`src/rtl/reaction_pkg.sv`:
```
// Shared types for the reaction-timer controller and the display mux:
// state encoding and the LFSR feedback taps.
package reaction_pkg;

  typedef enum logic [2:0] {
    ST_IDLE    = 3'd0,
    ST_WAIT    = 3'd1,
    ST_RUN     = 3'd2,
    ST_DONE    = 3'd3,
    ST_FOUL    = 3'd4,
    ST_TIMEOUT = 3'd5
  } rt_state_t;

  // Fibonacci taps 16,14,13,11 expressed as a mask over bits [15:0]
  localparam logic [15:0] LFSR_TAPS = 16'hB400;

  function automatic logic [15:0] lfsr_next(input logic [15:0] value);
    return {value[14:0], ^(value & LFSR_TAPS)};
  endfunction

endpackage

```
`src/rtl/reaction_timer_ctrl_if.sv`:
```
// Button/tick inputs and counter/status outputs of the reaction-timer controller.
interface reaction_timer_ctrl_if;
  import reaction_pkg::*;

  logic      start;
  logic      stop;
  logic      tick;
  logic      count_en;
  logic      cnt_clr;
  logic      go_led;
  logic      foul;
  logic      timeout;
  logic      busy;
  rt_state_t state;

  modport master (
    output start, stop, tick,
    input  count_en, cnt_clr, go_led, foul, timeout, busy, state
  );

  modport slave (
    input  start, stop, tick,
    output count_en, cnt_clr, go_led, foul, timeout, busy, state
  );

endinterface

```
`src/rtl/rt_lfsr.sv`:
```
// Free-running 16-bit Fibonacci LFSR used to randomise the hold-off delay.
module rt_lfsr
  import reaction_pkg::*;
#(
  parameter logic [15:0] SEED = 16'hACE1
) (
  input  logic        clk,
  input  logic        reset,
  output logic [15:0] o_value
);

  logic [15:0] r_lfsr;

  always_ff @(posedge clk or negedge reset) begin
    if (!reset) begin
      r_lfsr <= SEED;
    end else begin
      r_lfsr <= lfsr_next(r_lfsr);
    end
  end

  assign o_value = r_lfsr;

endmodule

```
`src/rtl/reaction_timer_ctrl.sv`:
```
// Reaction-timer sequencer: random hold-off, gated 1 ms counting, foul and
// timeout detection. Reset is asynchronous and active-low.
module reaction_timer_ctrl
  import reaction_pkg::*;
#(
  parameter int          DELAY_MIN_MS    = 1000,
  parameter int          DELAY_SPAN_LOG2 = 11,
  parameter int          TIMEOUT_MS      = 9999,
  parameter logic [15:0] LFSR_SEED       = 16'hACE1
) (
  input logic                 clk,
  input logic                 reset,
  reaction_timer_ctrl_if.slave bus
);

  localparam int DELAY_W = $clog2(DELAY_MIN_MS + 2**DELAY_SPAN_LOG2);
  localparam int MS_W    = $clog2(TIMEOUT_MS + 1);

  rt_state_t          r_state;
  rt_state_t          w_state_next;
  logic [DELAY_W-1:0] r_delay_cnt;
  logic [DELAY_W-1:0] w_delay_next;
  logic [DELAY_W-1:0] w_delay_load;
  logic [MS_W-1:0]    r_ms_cnt;
  logic [MS_W-1:0]    w_ms_next;
  logic               r_cnt_clr;
  logic               w_cnt_clr_next;
  logic               w_count_en;
  logic               r_go_led;
  logic               r_foul;
  logic               r_timeout;
  logic               r_busy;
  logic [15:0]        w_lfsr;
  logic               w_unused_lfsr;

  rt_lfsr #(
    .SEED(LFSR_SEED)
  ) u_lfsr (
    .clk    (clk),
    .reset  (reset),
    .o_value(w_lfsr)
  );

  // Only the low bits feed the delay; the rest keep the sequence long.
  assign w_unused_lfsr = ^w_lfsr;
  assign w_delay_load  = DELAY_W'(DELAY_MIN_MS) + DELAY_W'(w_lfsr[DELAY_SPAN_LOG2-1:0]);

  always_comb begin
    w_state_next   = r_state;
    w_delay_next   = r_delay_cnt;
    w_ms_next      = r_ms_cnt;
    w_cnt_clr_next = 1'b0;
    w_count_en     = 1'b0;
    case (r_state)
      ST_WAIT: begin
        if (bus.stop) begin
          w_state_next = ST_FOUL;
        end else if (bus.tick) begin
          w_delay_next = r_delay_cnt - DELAY_W'(1);
          if (r_delay_cnt == DELAY_W'(1)) begin
            w_state_next = ST_RUN;
            w_ms_next    = '0;
          end
        end
      end
      ST_RUN: begin
        if (bus.stop) begin
          w_state_next = ST_DONE;
        end else if (bus.tick) begin
          w_count_en = 1'b1;
          w_ms_next  = r_ms_cnt + MS_W'(1);
          if (r_ms_cnt == MS_W'(TIMEOUT_MS - 1)) begin
            w_state_next = ST_TIMEOUT;
          end
        end
      end
      // Idle and every terminal state re-arm identically on start.
      ST_IDLE, ST_DONE, ST_FOUL, ST_TIMEOUT: begin
        if (bus.start) begin
          w_state_next   = ST_WAIT;
          w_cnt_clr_next = 1'b1;
          w_delay_next   = w_delay_load;
        end
      end
      default: begin
        w_state_next = ST_IDLE;
      end
    endcase
  end

  always_ff @(posedge clk or negedge reset) begin
    if (!reset) begin
      r_state     <= ST_IDLE;
      r_delay_cnt <= '0;
      r_ms_cnt    <= '0;
      r_cnt_clr   <= 1'b0;
      r_go_led    <= 1'b0;
      r_foul      <= 1'b0;
      r_timeout   <= 1'b0;
      r_busy      <= 1'b0;
    end else begin
      r_state     <= w_state_next;
      r_delay_cnt <= w_delay_next;
      r_ms_cnt    <= w_ms_next;
      r_cnt_clr   <= w_cnt_clr_next;
      r_go_led    <= (w_state_next == ST_RUN);
      r_foul      <= (w_state_next == ST_FOUL);
      r_timeout   <= (w_state_next == ST_TIMEOUT);
      r_busy      <= (w_state_next == ST_WAIT) || (w_state_next == ST_RUN);
    end
  end

  assign bus.count_en = w_count_en;
  assign bus.cnt_clr  = r_cnt_clr;
  assign bus.go_led   = r_go_led;
  assign bus.foul     = r_foul;
  assign bus.timeout  = r_timeout;
  assign bus.busy     = r_busy;
  assign bus.state    = r_state;

endmodule

```
`src/flat_wrapper.sv`:
```
// flat-port wrapper written by rule: the top's interface ports become plain ports
module reaction_timer_ctrl_flat import reaction_pkg::*;
#(
  parameter int          DELAY_MIN_MS    = 1000,
  parameter int          DELAY_SPAN_LOG2 = 11,
  parameter int          TIMEOUT_MS      = 9999,
  parameter logic [15:0] LFSR_SEED       = 16'hACE1
)
  (clk, reset, bus_start, bus_stop, bus_tick, bus_count_en, bus_cnt_clr, bus_go_led, bus_foul, bus_timeout, bus_busy, bus_state);
  reaction_timer_ctrl_if bus_i ();
  input logic clk;
  input logic reset;
  input wire logic [$bits(bus_i.start)-1:0] bus_start;
  input wire logic [$bits(bus_i.stop)-1:0] bus_stop;
  input wire logic [$bits(bus_i.tick)-1:0] bus_tick;
  output wire logic [$bits(bus_i.count_en)-1:0] bus_count_en;
  output wire logic [$bits(bus_i.cnt_clr)-1:0] bus_cnt_clr;
  output wire logic [$bits(bus_i.go_led)-1:0] bus_go_led;
  output wire logic [$bits(bus_i.foul)-1:0] bus_foul;
  output wire logic [$bits(bus_i.timeout)-1:0] bus_timeout;
  output wire logic [$bits(bus_i.busy)-1:0] bus_busy;
  output wire logic [$bits(bus_i.state)-1:0] bus_state;
  assign bus_i.start = bus_start;
  assign bus_i.stop = bus_stop;
  assign bus_i.tick = bus_tick;
  assign bus_count_en = bus_i.count_en;
  assign bus_cnt_clr = bus_i.cnt_clr;
  assign bus_go_led = bus_i.go_led;
  assign bus_foul = bus_i.foul;
  assign bus_timeout = bus_i.timeout;
  assign bus_busy = bus_i.busy;
  assign bus_state = bus_i.state;
  reaction_timer_ctrl #(.DELAY_MIN_MS(DELAY_MIN_MS), .DELAY_SPAN_LOG2(DELAY_SPAN_LOG2), .TIMEOUT_MS(TIMEOUT_MS), .LFSR_SEED(LFSR_SEED)) u_core (.clk(clk), .reset(reset), .bus(bus_i));
endmodule
```
`config.mk`:
```
export PLATFORM = sky130hd
export DESIGN_NAME = reaction_timer_ctrl_flat
export DESIGN_NICKNAME = d
export VERILOG_FILES = /design/src/rtl/reaction_pkg.sv /design/src/rtl/reaction_timer_ctrl_if.sv /design/src/rtl/rt_lfsr.sv /design/src/rtl/reaction_timer_ctrl.sv /design/src/flat_wrapper.sv
export SDC_FILE = /design/constraint.sdc
export NUM_CORES = 1
export LEC_CHECK = 0
export CAP_MARGIN = 15
export CORE_MARGIN = 2
export CORE_UTILIZATION = 35
export DETAILED_ROUTE_END_ITERATION = 16
export MAX_ROUTING_LAYER = met4
export PLACE_DENSITY = 0.53
export SYNTH_ARGS = -nofsm -noshare
export SYNTH_HDL_FRONTEND = slang
export SYNTH_SLANG_ARGS = --single-unit
```
`constraint.sdc`:
```
create_clock -name clk -period 4.77 [get_ports clk]
set_input_delay 0.7155 -clock clk [delete_from_list [all_inputs] [get_ports clk]]
set_output_delay 0.7155 -clock clk [all_outputs]
set_load 0.005 [all_outputs]
```
# --- Word-level counts from Yosys, hierarchy flattened ---
# Cells that the tools add are included.
totals:
  input_bits: 5
  ff_bits: 50
  elab_cells: 60
op_classes:
  n_addsub: 3
  reduce_logical: 8
  eq_ne: 17
  mux: 23
op_table:
  columns: ["op", "n"]
  rows:
  - ["14-bit two-way mux", 5]
  - ["12-bit two-way mux", 3]
  - ["14-bit case mux with 2 select lines", 1]
  - ["12-bit case mux with 2 select lines", 1]
  - ["3-bit two-way mux", 7]
  - ["16-bit parity", 1]
  - ["14-bit by 1-bit adder with 14-bit output, second input constant", 1]
  - ["14-bit == test, second input constant", 1]
  - ["10-bit by 11-bit adder with 12-bit output, first input constant", 1]
  - ["12-bit by 1-bit == test with 1-bit output, second input constant", 1]
  - ["3-bit == test, second input constant", 4]
  - ["12-bit by 1-bit subtractor with 12-bit output, second input constant", 1]
  - ["2-bit inequality test, second input constant", 5]
  - ["3-bit by 2-bit == test with 1-bit output, second input constant", 3]
  - ["3-bit case mux with 3 select lines", 1]
  - ["3-bit by 1-bit == test with 1-bit output, second input constant", 2]
  - ["6-bit AND reduction", 1]
  - ["1-bit two-way mux", 5]
  - ["4-bit AND reduction", 1]
  - ["2-bit nonzero test", 2]
  - ["4-bit OR reduction", 1]
  - ["3-bit logical NOT", 1]
  - ["2-bit by 1-bit inequality test with 1-bit output, second input constant", 1]
  - ["1-bit logical OR", 1]

# --- Logic depth before layout (Yosys ltp) ---
depth:
  ltp_word: 7
  ltp_mapped: 8
  ltp_nobuf: 7

# --- By module ---
# From an unflattened synthesis, not the netlist that was laid out.
hier_totals:
  cells_unflattened: 249
  area_unflattened_um2: 2528.7
modules_own_cells:
  columns: ["mod", "n_inst", "cells_each", "area_each_um2"]
  rows:
  - ["reaction_timer_ctrl", 1, 230, 2092.0]
  - ["rt_lfsr", 1, 19, 436.7]

# --- Worst setup path after synthesis ---
# OpenSTA, ideal clock, no wires.
synth_path:
  kind: "reg-to-reg"
  start: "reg u_core.r_ms_cnt[6]"
  end: "reg u_core.r_busy, in the netlist u_core.bus.busy"
  required_time_ps: 4645
  n_path_buf: 0
  arrival_time_ps: 1927
  setup_time_ps: 125
  synth_period_minus_slack_ps: 2053
  setup_slack_ps: 2717
  stages_incl_launch_ff: 6
  path_cell_list: "dfrtp_1 > or4_1 > or4_4 > o21ai_2 > nand2_2 > mux2_4"
synth_via:
  elab_chain_cells: 7
synth_rtl:
  columns: ["element", "line_no", "text"]
  rows:
  - ["start, declared", "reaction_timer_ctrl.sv:24", "logic [MS_W-1:0] r_ms_cnt;"]
  - ["start signal, assigned", "reaction_timer_ctrl.sv:104", "r_ms_cnt <= w_ms_next;"]
  - ["14-bit == test *", "reaction_timer_ctrl.sv:72", "if (r_ms_cnt == MS_W'(TIMEOUT_MS - 1)) begin"]
  - ["3-bit two-way mux *", "reaction_timer_ctrl.sv:72", null]
  - ["3-bit two-way mux *", "reaction_timer_ctrl.sv:69", "end else if (bus.tick) begin"]
  - ["3-bit two-way mux *", "reaction_timer_ctrl.sv:67", "if (bus.stop) begin"]
  - ["3-bit case mux with 3 select lines *", "reaction_timer_ctrl.sv:54", "case (r_state)"]
  - ["3-bit by 1-bit == test with 1-bit output / 3-bit by 2-bit == test with 1-bit output (equally long branches)", "reaction_timer_ctrl.sv:109", "r_busy <= (w_state_next == ST_WAIT) || (w_state_next == ST_RUN);"]
  - ["1-bit logical OR *", "reaction_timer_ctrl.sv:109", null]
  - ["end signal, assigned", "reaction_timer_ctrl.sv:109", null]
  - ["end, declared", "reaction_timer_ctrl.sv:32", "logic r_busy;"]
# Mark *: on every way between the ends. The rest lies on a longest branch, timed or not.
# A chain may end at the register's enable or synchronous reset.

# --- Worst setup path in the final report ---
layout_path:
  start: "in bus_tick"
  end: "out bus_count_en"
layout_via:
  elab_chain_cells: 3
layout_rtl:
  columns: ["element", "line_no", "text"]
  rows:
  - ["start, declared", "flat_wrapper.sv:15", "input wire logic [$bits(bus_i.tick)-1:0] bus_tick;"]
  - ["1-bit two-way mux", "reaction_timer_ctrl.sv:69", null]
  - ["1-bit two-way mux", "reaction_timer_ctrl.sv:67", null]
  - ["1-bit two-way mux", "reaction_timer_ctrl.sv:54", null]
  - ["end, declared", "flat_wrapper.sv:16", "output wire logic [$bits(bus_i.count_en)-1:0] bus_count_en;"]
# Every way passes these cells.

==> impl_metrics.tcl <==
set metrics [dict create \
    status "completed" \
    grt_pass1_vias 1888 \
    ff_latch_area_mm2 0.001261 \
    hpwl_um 3525 \
    path_buf_inv 3 \
    synth_cells 259 \
    core_area_mm2 0.006832 \
    cts-root-buf "clkbuf_8" \
    final_antenna_net_count 0 \
    vias_per_cell 5.290 \
    dp_cells 361 \
    worstPathMaxFanout 8 \
    fin_worst_skew_ps 14.74 \
    slew_violations 0 \
    relSlewSlack_pct 45.17 \
    crit_required_ps 4050 \
    antenna_found_initial 0 \
    crit_chain "clkdlybuf4s50_1 -> nor2b_1 -> nand2_1 -> clkinv_1 -> clkdlybuf4s50_1" \
    grt_pass1_wl_um 9142 \
    final.setup.tns_ps 0 \
    r2r_cells 5 \
    met2WireLength_um 2245 \
    criticalPathCategory "primary input to output pin" \
    layout_common_cells "42 x dfrtp_1, 40 x o21ai_0, 24 x nor2_1, 18 x nand2_1, 15 x a21oi_1" \
    place_worst_setup_slack_ps 1631 \
    start_util_pct 36.28 \
    syn_area_mm2 0.002479 \
    grt_max_degree 51 \
    globalplace.congestion 0.7808 \
    dieHeight_um 88.16 \
    sequentialPowerShare_pct 47.0 \
    num-fill-cells 703 \
    area_growth_pct 12.97 \
    drt-met1-wl_um 2798 \
    crit_family "buffers and inverters" \
    power_frac_comb_pct 29.5 \
    clk_latency_ps 310 \
    cts.sinks 50 \
    final_common_cell "dfrtp_1" \
    final_hold_viol_count 0 \
    grt_overflow 0 \
    fp.dieArea_mm2 0.007771 \
    wl_per_cell_um 14.17 \
    remaining_drc_errors 0 \
    synth-seq-area-share_pct 50.88 \
    fin_area_mm2 0.002800 \
    power_switching_mw 0.3716 \
    clk_pin_slew_ps 80 \
    grt_usage_pct 15.45 \
    cts_hold_buf 0 \
    routed_wirelength_um 5230 \
    end_kind "output pin" \
    slowest_stage "clkdlybuf4s50_1" \
    fin_cells 369 \
    vias 1952 \
    setup_viol 0 \
    crit_path_start_kind "primary input" \
    die_w_um 88.16 \
    power.leakage_nw 1.152 \
    internal-power_mw 0.7281 \
    antenna_cells 0 \
    finalWorstSetupSlack_ps 1633 \
    reg2reg_slack_ps 2600 \
    route.met3.wl_um 110 \
    synth_cell_types 47 \
    io_buffers 13 \
    switching_share_pct 33.79 \
    worstMarginPinSlew_ps 816.5 \
    layout.nets 282 \
    cpPeakStageDelay_ps 530 \
    min_path_type "register to register" \
    worstSetupPathDepth 5 \
    period_share_pct 65.76 \
    max_freq_mhz 318.8 \
    rsz0062_at_grt "false" \
    ir_drop_v 0.0001085 \
    h-tree-depth 2 \
    finalCriticalPeriod_ps 3137 \
    top_layer_used "met4" \
    avgSynthCellArea_um2 9.570 \
    drt-pass1-iter-count 4 \
    min_path_cells 0 \
    yosys_warnings 0 \
    powerDensity_mw_per_mm2 392.7 \
    post_cts_resized 0 \
    maxCapViolCount 0 \
    dpl_cell_area_mm2 0.002709 \
    clockPowerShare_pct 23.6 \
    row_count 30 \
    drive_gt1_share_pct 8.791 \
    synth.net_count 269 \
    synth-seq-cells 50 \
    drtIter0Drc 157 \
    pin_count 14 \
    crit_arrival_ps 2420 \
    cts_tree "yes" \
    cts_buffers 5 \
    cpMostUsedCell "clkdlybuf4s50_1" \
    multi_input_area_mm2 0.001150 \
    clockBufferDepth 2 \
    postCtsSetupBuffers 0 \
]
kinds of logic after synthesis:
group | share of synthesized area, %
buffers and inverters | 2.726
adder cells (fa/ha/maj) | 2.524
AO/OA/AOI/OAI | 20.55
AND/OR/NAND/NOR | 17.67
multiplexers | 1.413
XOR/XNOR | 4.240
flip-flops | 50.88
area by class of cell:
class	count	share of cell area, %
clock buffers	7	3.083
clock inverters	1	0.1787
inverters	8	1.072
multi-input cells	191	41.06
flip-flops and latches	50	45.04
well taps	96	4.290
repair buffers	16	5.273
stage by stage:
stage / util (%) / power (mW) / hold WS (ps)
after detailed placement: 39.65 / 0.8488 / 340.7
after floorplan: - / 0.7373 / 333.0
after global placement: 39.65 / 0.8469 / 335.2
final: 40.99 / 1.100 / 357.6
after CTS: 40.99 / 1.115 / 362.5
after global routing: 40.99 / 1.182 / 375.8
layer usage:
metal	global-route usage (%)	up-vias
li1	-	972
met1	22.32	954
met2	21.69	20
met3	3.110	6
met4	4.959	0
met5	-	-
flip-flops by register name (all words and copies together), names as in the netlist:
register               count
u_core.r_ms_cnt           14
u_core.bus.cnt_clr         1
u_core.bus.state           3
u_core.bus.timeout         1
u_core.bus.go_led          1
u_core.r_delay_cnt        12
u_core.bus.foul            1
u_core.bus.busy            1
u_core.u_lfsr.o_value     16
worst register-to-register path: stages (launching register included):
cell and delay [ps]:
dfrtp_1 440, or4_1 540, or4_4 510, o21ai_2 160, nand2_2 110, mux2_4 300
power groups by stage:
stage          logic, mW  registers [mW]  clock network (mW)
2_1_floorplan      0.222           0.516                   0
3_3_place_gp       0.323           0.524                   0
3_5_place_dp       0.325           0.523                   0
4_1_cts            0.326           0.515               0.274
5_1_grt            0.370           0.524               0.288
6_report           0.324           0.516               0.259
synth_stat cells, drive strengths merged:
library cell | n | share of area (%)
a2111o | 1 | 0.45
a211oi | 1 | 0.30
a21oi | 15 | 3.0
a22o | 1 | 0.35
a22oi | 3 | 0.91
a311oi | 1 | 0.35
a31oi | 6 | 1.5
a32oi | 1 | 0.35
and2 | 2 | 0.56
and3 | 3 | 0.76
and4 | 1 | 0.35
clkbuf | 10 | 1.5
clkinv | 1 | 0.15
dfrtp | 42 | 42
dfstp | 8 | 8.5
ha | 5 | 2.5
inv | 7 | 1.1
mux2 | 1 | 0.61
mux2i | 2 | 0.81
nand2 | 19 | 3.0
nand2b | 3 | 0.76
nand3 | 8 | 1.6
nand4 | 3 | 0.76
nand4b | 2 | 0.71
nor2 | 24 | 3.6
nor2b | 3 | 0.76
nor3 | 7 | 1.4
nor3b | 3 | 0.91
nor4 | 3 | 0.76
nor4b | 1 | 0.35
o211ai | 1 | 0.30
o21a | 1 | 0.30
o21ai | 41 | 8.4
o22a | 3 | 1.1
o22ai | 2 | 0.50
o311ai | 1 | 0.35
o31a | 1 | 0.35
o31ai | 3 | 0.91
o32ai | 1 | 0.35
o41ai | 2 | 0.71
or4 | 4 | 1.4
xnor2 | 5 | 1.8
xor2 | 7 | 2.5
worst paths after layout:
check / start / end
max in group asynchronous: reset / u_core.r_ms_cnt[9]
max: bus_tick / bus_count_en
max reg2reg: u_core.r_ms_cnt[4] / u_core.bus.busy
min reg2reg: u_core.u_lfsr.o_value[14] / u_core.u_lfsr.o_value[15]
min in group asynchronous: reset / u_core.u_lfsr.o_value[4]
min: u_core.u_lfsr.o_value[14] / u_core.u_lfsr.o_value[15]
Note: power is estimated with default switching activity, not from simulation.
